==> src/rtl/bcd_to_bin_pkg.sv <==
// Shared constants and state encoding for the BCD-to-binary converter.
package bcd_to_bin_pkg;

  localparam int unsigned BCD_DIGITS_DEF = 3;
  localparam int unsigned BCD_BIN_W_DEF  = 10;

  localparam logic [3:0] ADJ_SUB        = 4'd3;
  localparam logic [3:0] ADJ_THRESH     = 4'd8;
  localparam logic [3:0] BCD_MAX_DIGIT  = 4'd9;

  typedef enum logic [1:0] {
    StIdle  = 2'd0,
    StShift = 2'd1,
    StDone  = 2'd2
  } state_e;

endpackage

==> src/rtl/bcd_digit_sub3.sv <==
// Reverse double-dabble digit correction: subtract 3 from any digit of 8 or more.
module bcd_digit_sub3
  import bcd_to_bin_pkg::*;
(
  input  logic [3:0] digit_i,
  output logic [3:0] digit_o
);

  assign digit_o = (digit_i >= ADJ_THRESH) ? (digit_i - ADJ_SUB) : digit_i;

endmodule

==> src/rtl/bcd_to_bin.sv <==
// Sequential BCD-to-binary converter (reverse double-dabble, one shift per clock).
// Optional digit validity check enabled by BCD_TO_BIN_INVALID_CHECK_EN.
module bcd_to_bin
  import bcd_to_bin_pkg::*;
#(
  parameter int unsigned DIGITS = BCD_DIGITS_DEF,
  parameter int unsigned BIN_W  = BCD_BIN_W_DEF
) (
  input  logic                  clock,
  input  logic                  reset,
  input  logic                  start,
  input  logic [4*DIGITS-1:0]   bcd_in,
  output logic [BIN_W-1:0]      bin_out,
  output logic                  busy,
  output logic                  done,
  output logic                  invalid
);

  localparam int unsigned BcdW = 4 * DIGITS;
  localparam int unsigned SrW  = BcdW + BIN_W;
  localparam int unsigned CntW = $clog2(BIN_W + 1);

  state_e            state_q, state_d;
  logic [SrW-1:0]    sr_q, sr_d;
  logic [CntW-1:0]   cnt_q, cnt_d;
  logic [BIN_W-1:0]  bin_q, bin_d;
  logic              busy_q, busy_d;
  logic              done_q, done_d;
  logic              invalid_q, invalid_d;

  logic [SrW-1:0]    sr_shift;
  logic [BcdW-1:0]   bcd_adj;
  logic              bad_digit;

  assign sr_shift = sr_q >> 1;

  // Correction is applied to the already-shifted BCD field.
  for (genvar g = 0; g < DIGITS; g++) begin : g_digit
    bcd_digit_sub3 u_sub3 (
      .digit_i (sr_shift[BIN_W + 4*g +: 4]),
      .digit_o (bcd_adj[4*g +: 4])
    );
  end

`ifdef BCD_TO_BIN_INVALID_CHECK_EN
  always_comb begin
    bad_digit = 1'b0;
    for (int i = 0; i < DIGITS; i++) begin
      if (bcd_in[4*i +: 4] > BCD_MAX_DIGIT) bad_digit = 1'b1;
    end
  end
`else
  assign bad_digit = 1'b0;
`endif

  always_comb begin
    state_d   = state_q;
    sr_d      = sr_q;
    cnt_d     = cnt_q;
    bin_d     = bin_q;
    busy_d    = busy_q;
    done_d    = 1'b0;
    invalid_d = invalid_q;
    unique case (state_q)
      StIdle: begin
        if (start) begin
          sr_d      = {bcd_in, {BIN_W{1'b0}}};
          cnt_d     = CntW'(BIN_W);
          busy_d    = 1'b1;
          invalid_d = bad_digit;
          state_d   = StShift;
        end
      end
      StShift: begin
        sr_d  = {bcd_adj, sr_shift[BIN_W-1:0]};
        cnt_d = cnt_q - CntW'(1);
        if (cnt_q == CntW'(1)) state_d = StDone;
      end
      StDone: begin
        bin_d   = invalid_q ? '0 : sr_q[BIN_W-1:0];
        done_d  = 1'b1;
        busy_d  = 1'b0;
        state_d = StIdle;
      end
      default: state_d = StIdle;
    endcase
  end

  always_ff @(posedge clock) begin
    if (!reset) begin
      state_q   <= StIdle;
      sr_q      <= '0;
      cnt_q     <= '0;
      bin_q     <= '0;
      busy_q    <= 1'b0;
      done_q    <= 1'b0;
      invalid_q <= 1'b0;
    end else begin
      state_q   <= state_d;
      sr_q      <= sr_d;
      cnt_q     <= cnt_d;
      bin_q     <= bin_d;
      busy_q    <= busy_d;
      done_q    <= done_d;
      invalid_q <= invalid_d;
    end
  end

  assign bin_out = bin_q;
  assign busy    = busy_q;
  assign done    = done_q;
  assign invalid = invalid_q;

endmodule

==> config.mk <==
export PLATFORM = sky130hd
export DESIGN_NAME = bcd_to_bin
export DESIGN_NICKNAME = d
export VERILOG_FILES = /design/src/rtl/bcd_to_bin_pkg.sv /design/src/rtl/bcd_digit_sub3.sv /design/src/rtl/bcd_to_bin.sv
export SDC_FILE = /design/constraint.sdc
export NUM_CORES = 1
export LEC_CHECK = 0
export CELL_PAD_IN_SITES_DETAIL_PLACEMENT = 0
export CELL_PAD_IN_SITES_GLOBAL_PLACEMENT = 1
export CORE_MARGIN = 4
export CORE_UTILIZATION = 36
export CTS_CLUSTER_DIAMETER = 80
export DETAILED_ROUTE_END_ITERATION = 7
export PLACE_DENSITY = 0.78
export SETUP_SLACK_MARGIN = 0.5
export SYNTH_ARGS = -nofsm -noshare
export SYNTH_HDL_FRONTEND = slang
export SYNTH_SLANG_ARGS = --single-unit
==> constraint.sdc <==
create_clock -name clock -period 1.2 [get_ports clock]
set_clock_uncertainty 0.1 [all_clocks]
set_input_delay 0.24 -clock clock [delete_from_list [all_inputs] [get_ports clock]]
set_output_delay 0.24 -clock clock [all_outputs]
set_load 0.01 [all_outputs]
# [Word level (Yosys, flattened, before mapping)]
# Cells that the tools add are included.
[classes] add_sub_neg=4 order_cmp=3 n_eq_ne=5 muxes=13 n_reduce_logical=6
[op_table] operator="$pmux W22 S2" count=1
[op_table] operator="$mux W22" count=1
[op_table] operator="$mux W4" count=4
[op_table] operator="$ge A4 B4 Y1 const B" count=2
[op_table] operator="$pmux W4 S2" count=1
[op_table] operator="$sub A4 B2 Y4 const B" count=2
[op_table] operator="$reduce_and A2 Y1" count=3
[op_table] operator="$eq A4 B1 Y1 const B" count=1
[op_table] operator="$ge A3 B4 Y1 const B" count=1
[op_table] operator="$mux W2" count=2
[op_table] operator="$ne A2 B2 Y1 const B" count=2
[op_table] operator="$pmux W2 S2" count=1
[op_table] operator="$reduce_bool A2 Y1" count=2
[op_table] operator="$sub A3 B2 Y4 const B" count=1
[op_table] operator="$sub A4 B1 Y4 const B" count=1
[op_table] operator="$eq A2 B1 Y1 const B" count=1
[op_table] operator="$eq A2 B2 Y1 const B" count=1
[op_table] operator="$logic_not A2 Y1" count=1
[op_table] operator="$mux W1" count=2
[op_table] operator="$pmux W1 S2" count=1
[word_totals] regBits=40 in_bits=15 out_inout_bits=13 elab_cells=37

# [Logic depth before layout (Yosys ltp)]
# Gate-level depths: netlist of the first run.
[depth] ltp_word=3 ltp_mapped=6 mapped_depth_nobuf=5

# [Hierarchy]
# From an unflattened synthesis of the first run, not the netlist that was laid out.
[unflattened] hier_cells=195 hier_area_um2=1767.9
[modules_own_cells] module="bcd_to_bin" instances=1 cells_each=162 area_each_um2=1539.0 seq_area_each_um2=800.8
[modules_own_cells] module="bcd_digit_sub3" instances=3 cells_each=11 area_each_um2=76.3 seq_area_each_um2=0.0

# [Worst setup path after synthesis of the first run]
# Ideal clock, no wire load.
[synth_path] path_kind="reg2reg" start="register sr_q[11]" end="register sr_q[11]" setup_ns=0.115 arrival_ns=1.085 required_ns=0.985 slack_ns=-0.099 stages_incl_launch_ff=6 n_path_buf=0 synth_period_minus_slack_ns=1.299 path_cell_list="dfxtp_1 inv_1 ha_1 mux2i_1 o22ai_1 o21a_1"
[synth_via] elab_chain_cells=3 elab_cells_between_ends=4 classes_between="1 x add/sub; 1 x order compare; 2 x mux"
[synth_rtl] element="from (decl)" line="bcd_to_bin.sv:24" rtl="logic [SrW-1:0] sr_q, sr_d;"
[synth_rtl] element="from (signal assigned)" line="bcd_to_bin.sv:100" rtl="sr_q <= sr_d;"
[synth_rtl] element="$sub A4 B2 Y4 or $ge A4 B4 Y1 (tied branches)" line="bcd_digit_sub3.sv:9" rtl="assign digit_o = (digit_i >= ADJ_THRESH) ? (digit_i - ADJ_SUB) : digit_i;"
[synth_rtl] element="$mux W4 *" line="bcd_digit_sub3.sv:9"
[synth_rtl] element="$pmux W22 S2 *" line="bcd_to_bin.sv:64" rtl="unique case (state_q)"
# Every way passes the cells marked *; elsewhere a longest branch is shown, timed or not.
# A chain may end at the register's enable or synchronous reset.

# [Worst setup path after layout of the first run]
[layout_path] start="register state_q[1]" end="register sr_q[3]"
[layout_via] elab_chain_cells=3 elab_cells_between_ends=6 classes_between="2 x eq/ne; 1 x mux; 3 x reduce/logical"
[layout_rtl] element="from (decl)" line="bcd_to_bin.sv:23" rtl="state_e state_q, state_d;"
[layout_rtl] element="from (signal assigned)" line="bcd_to_bin.sv:91" rtl="state_q <= StIdle;"
[layout_rtl] element="from (signal assigned)" line="bcd_to_bin.sv:99" rtl="state_q <= state_d;"
[layout_rtl] element="$eq A2 B1 Y1 or $logic_not A2 Y1 (tied branches)" line="bcd_to_bin.sv:64"
[layout_rtl] element="$reduce_bool A2 Y1 (no source line) or $ne A2 B2 Y1 (tied branches)"
[layout_rtl] element="$reduce_and A2 Y1 (no source line)"
# Several ways; a longest one is shown, not always the timed one.

==> out/qor.yml, run 1 <==
ctsLongestPathBuffers: 2
fin_ws_ns: -0.05113
violations: "negative setup slack"
period_share_pct: 104.3
grt_use_met1_pct: 20.80
synth-compound-area-share_pct: 23.84
vias: 1648
fin_tns_setup_ns: -0.3239
drt-total-wl_mm: 4.876
synth.area.mux_share_pct: 2.329
seq_area_frac_synth_pct: 43.84
grt_pass1_wl_mm: 7.769
grt_use_total_pct: 15.85
drive_gt1_share_pct: 47.23
rsz0062_at_grt: "true"
finalWeightedCongestion: 0.7639
grt_use_met3_pct: 3.401
cts_tree: "yes"
synthAdderAreaFrac_pct: 4.110
min_path_type: "reg -> reg"
grt_pass1_vias: 1582
finalMaxSlewViolations: 0
synthFlopType: "dfxtp_1"
powerDensity_mw_per_mm2: 1122
crit_fanout: 7
clk_pin_slew_ns: 0.07
yosys.area.top_type: "dfxtp_1"
worstReg2RegStart: "state_q[1]"
path_buf_inv: 2
r2r-end: "sr_q[3]"
path_cells: "buf_12 -> nor2b_4 -> and2_4 -> buf_4 -> a22o_1"
outcome: "finished, violations left"
leakagePower_uw: 0.001158
finalNetCount: 291
endpoint_kind: "flip-flop"
die_height_um: 79.24
synth-async-reset-ratio_pct: 0
viasPerCell: 4.876
drtAntennaViolNets: 0
dp_slack_ns: -0.4605
yosys_warnings: 0
synthCells: 207
synth-xor-area-share_pct: 1.918
yosysMostFrequentCell: "dfxtp_1"
path_delay_family: "flip-flops"
drtIter0Drc: 63
synth_top_family_by_area: "compound AO/OA/AOI/OAI gates"
dp_hpwl_mm: 2.937
fmax_ghz: 0.7993
first_pass_iters: 5
yosys_register_bits: 40
initial_utilization_pct: 37.92
post-route-min-period_ns: 1.251
synth_edf_count: 0
r2r_slack_ns: -0.05
slowest_stage: "dfxtp_4"
synth_area_per_cell_um2: 8.825
critical_path_class: "reg -> reg"
gr-usage-met2_pct: 25.00
cp.required_ns: 1.28
synthTopCellsByArea: "dfxtp_1, nand2_1, a22o_1"
vdd_drop_max_v: 0.0005823
portBuffers: 26
ctsRootBufferMaster: "clkbuf_8"
reg2regPathDepth: 5
synthSimpleGateAreaFrac_pct: 16.99
holdPathStages: 2
coreArea_mm2: 0.004817
cp_data_arrival_time_ns: 1.33
h-tree-depth: 2
ios: 28
hold_viol: 0
yosysUniqueCellTypes: 38
yosys-top-cells-count: "dfxtp_1, nand2_1, a21oi_1, a22o_1, o21ai_0"
min_to: "bin_out[9]"
clk_latency_ns: 0.29
start_kind: "flip-flop"
syn_nets: 228
n_antenna_cell: 0
die_w_um: 79.24
antenna_found_initial: 0
area_growth_pct: 59.52
synth_area_mm2: 0.001827
drv_cap: 0
cts_buffers: 5
rows: 25
max_stage_delay_ns: 0.40
routedWlPerCell_um: 14.43
grt_overflow_total: 0
setup_violations: 16
drc: 0
synth.top_cell.area_share_pct: 43.84
clock-sinks: 40
worstHoldStart: "bin_out[9]"
nFillCells: 419
grt-busiest-layer: "met2"
grt_max_degree: 20
die_area_mm2: 0.006278
-- how the worst max path moves through the flow --
stage / from / end / slack (ns) / cells past startpoint
floorplan: sr_q[12] / sr_q[11] / -0.03 / 5
global placement: start / cnt_q[0] / -0.41 / 4
detailed placement: start / sr_q[17] / -0.46 / 5
CTS: sr_q[16] / sr_q[15] / -0.02 / 5
global route: state_q[1] / sr_q[17] / -0.11 / 5
finish: state_q[1] / sr_q[3] / -0.05 / 5
-- kinds of logic after synthesis --
logic type,count (synthesis)
flops,40
xor+xnor,4
mux,4
fa+ha+maj,6
buf+inv,24
compound gates,64
other cells,1
simple gates,64
-- cell usage in the layout, fill, tap and decap left out, drive strengths merged, types with 2 or more instances in the layout --
cell type and n:
nor3 3, a22o 11, nand2 32, o21a 2, mux2i 2, a22oi 2
mux2 2, nor2 7, o21ai 12, and2 4, ha 6, a21boi 12
dlygate4sd2 2, a31oi 6, xnor2 4, clkdlybuf4s50 12, inv 11, and3 2
nand2b 5, clkbuf 7, buf 52, a21oi 11, nor2b 10, o211a 2
dfxtp 40, o22ai 3, nand3 3
-- area by class of cell --
class | count | area [um2] | area share, %
multi-input combinational | 146 | 1159 | 39.76
sequential | 40 | 837.1 | 28.72
timing repair buffer | 66 | 636.9 | 21.85
clock buffer | 7 | 96.34 | 3.306
tap | 67 | 83.83 | 2.877
inverter | 10 | 60.06 | 2.061
clock inverter | 1 | 30.03 | 1.030
timing repair inverter | 1 | 11.26 | 0.3864
-- state kept, by name, indices dropped and copies added (netlist names) --
| name | count |
|---|---|
| sr_q | 22 |
| bin_out | 10 |
| cnt_q | 4 |
| state_q | 2 |
| busy | 1 |
| done | 1 |
-- stage by stage --
step	instance area (um2)	utilization, %	std cells	hold slack (ns)	total power [uW]
floorplan	1924	-	207	0.2984	1743
global placement	2338	48.55	312	0.3399	1912
detailed placement	2338	48.55	312	0.3435	1917
CTS	2835	58.86	332	0.3637	3267
global route	2914	60.49	338	0.3765	3415
finish	2914	60.49	338	0.3590	3270
-- metal layers --
| metal | up-vias | routed length [um] |
|---|---|---|
| met5 | - | 0 |
| met4 | 0 | 123 |
| met3 | 12 | 174 |
| met2 | 31 | 2295 |
| met1 | 761 | 2283 |
| li1 | 844 | - |
-- repair_timing --
action,CTS,global route
cloned,3,1
setup buffers,9,5
gates resized for setup,134,7
pin swaps,25,13
endpoints found under the setup margin,52,52
hold buffers,0,0
-- worst register-to-register path: stages (launching register included) --
cell	delay, ns
dfxtp_4	0.40
buf_12	0.11
nor2b_4	0.04
and2_4	0.16
buf_4	0.14
a22o_1	0.20
-- power by group --
part | internal (uW) | leakage (uW) | switching (uW)
clock | 734 | 0.0000645 | 456
sequential | 1380 | 0.000336 | 70.0
combinational | 354 | 0.000757 | 274
total | 2470 | 0.00116 | 801
Power figures use the tool's default switching activity.
==> run 2: changes to the inputs <==
- CAP_MARGIN: default -> 20
==> results of run 2 <==
The final DEF is identical to that of run 1; final timing and power are the same.
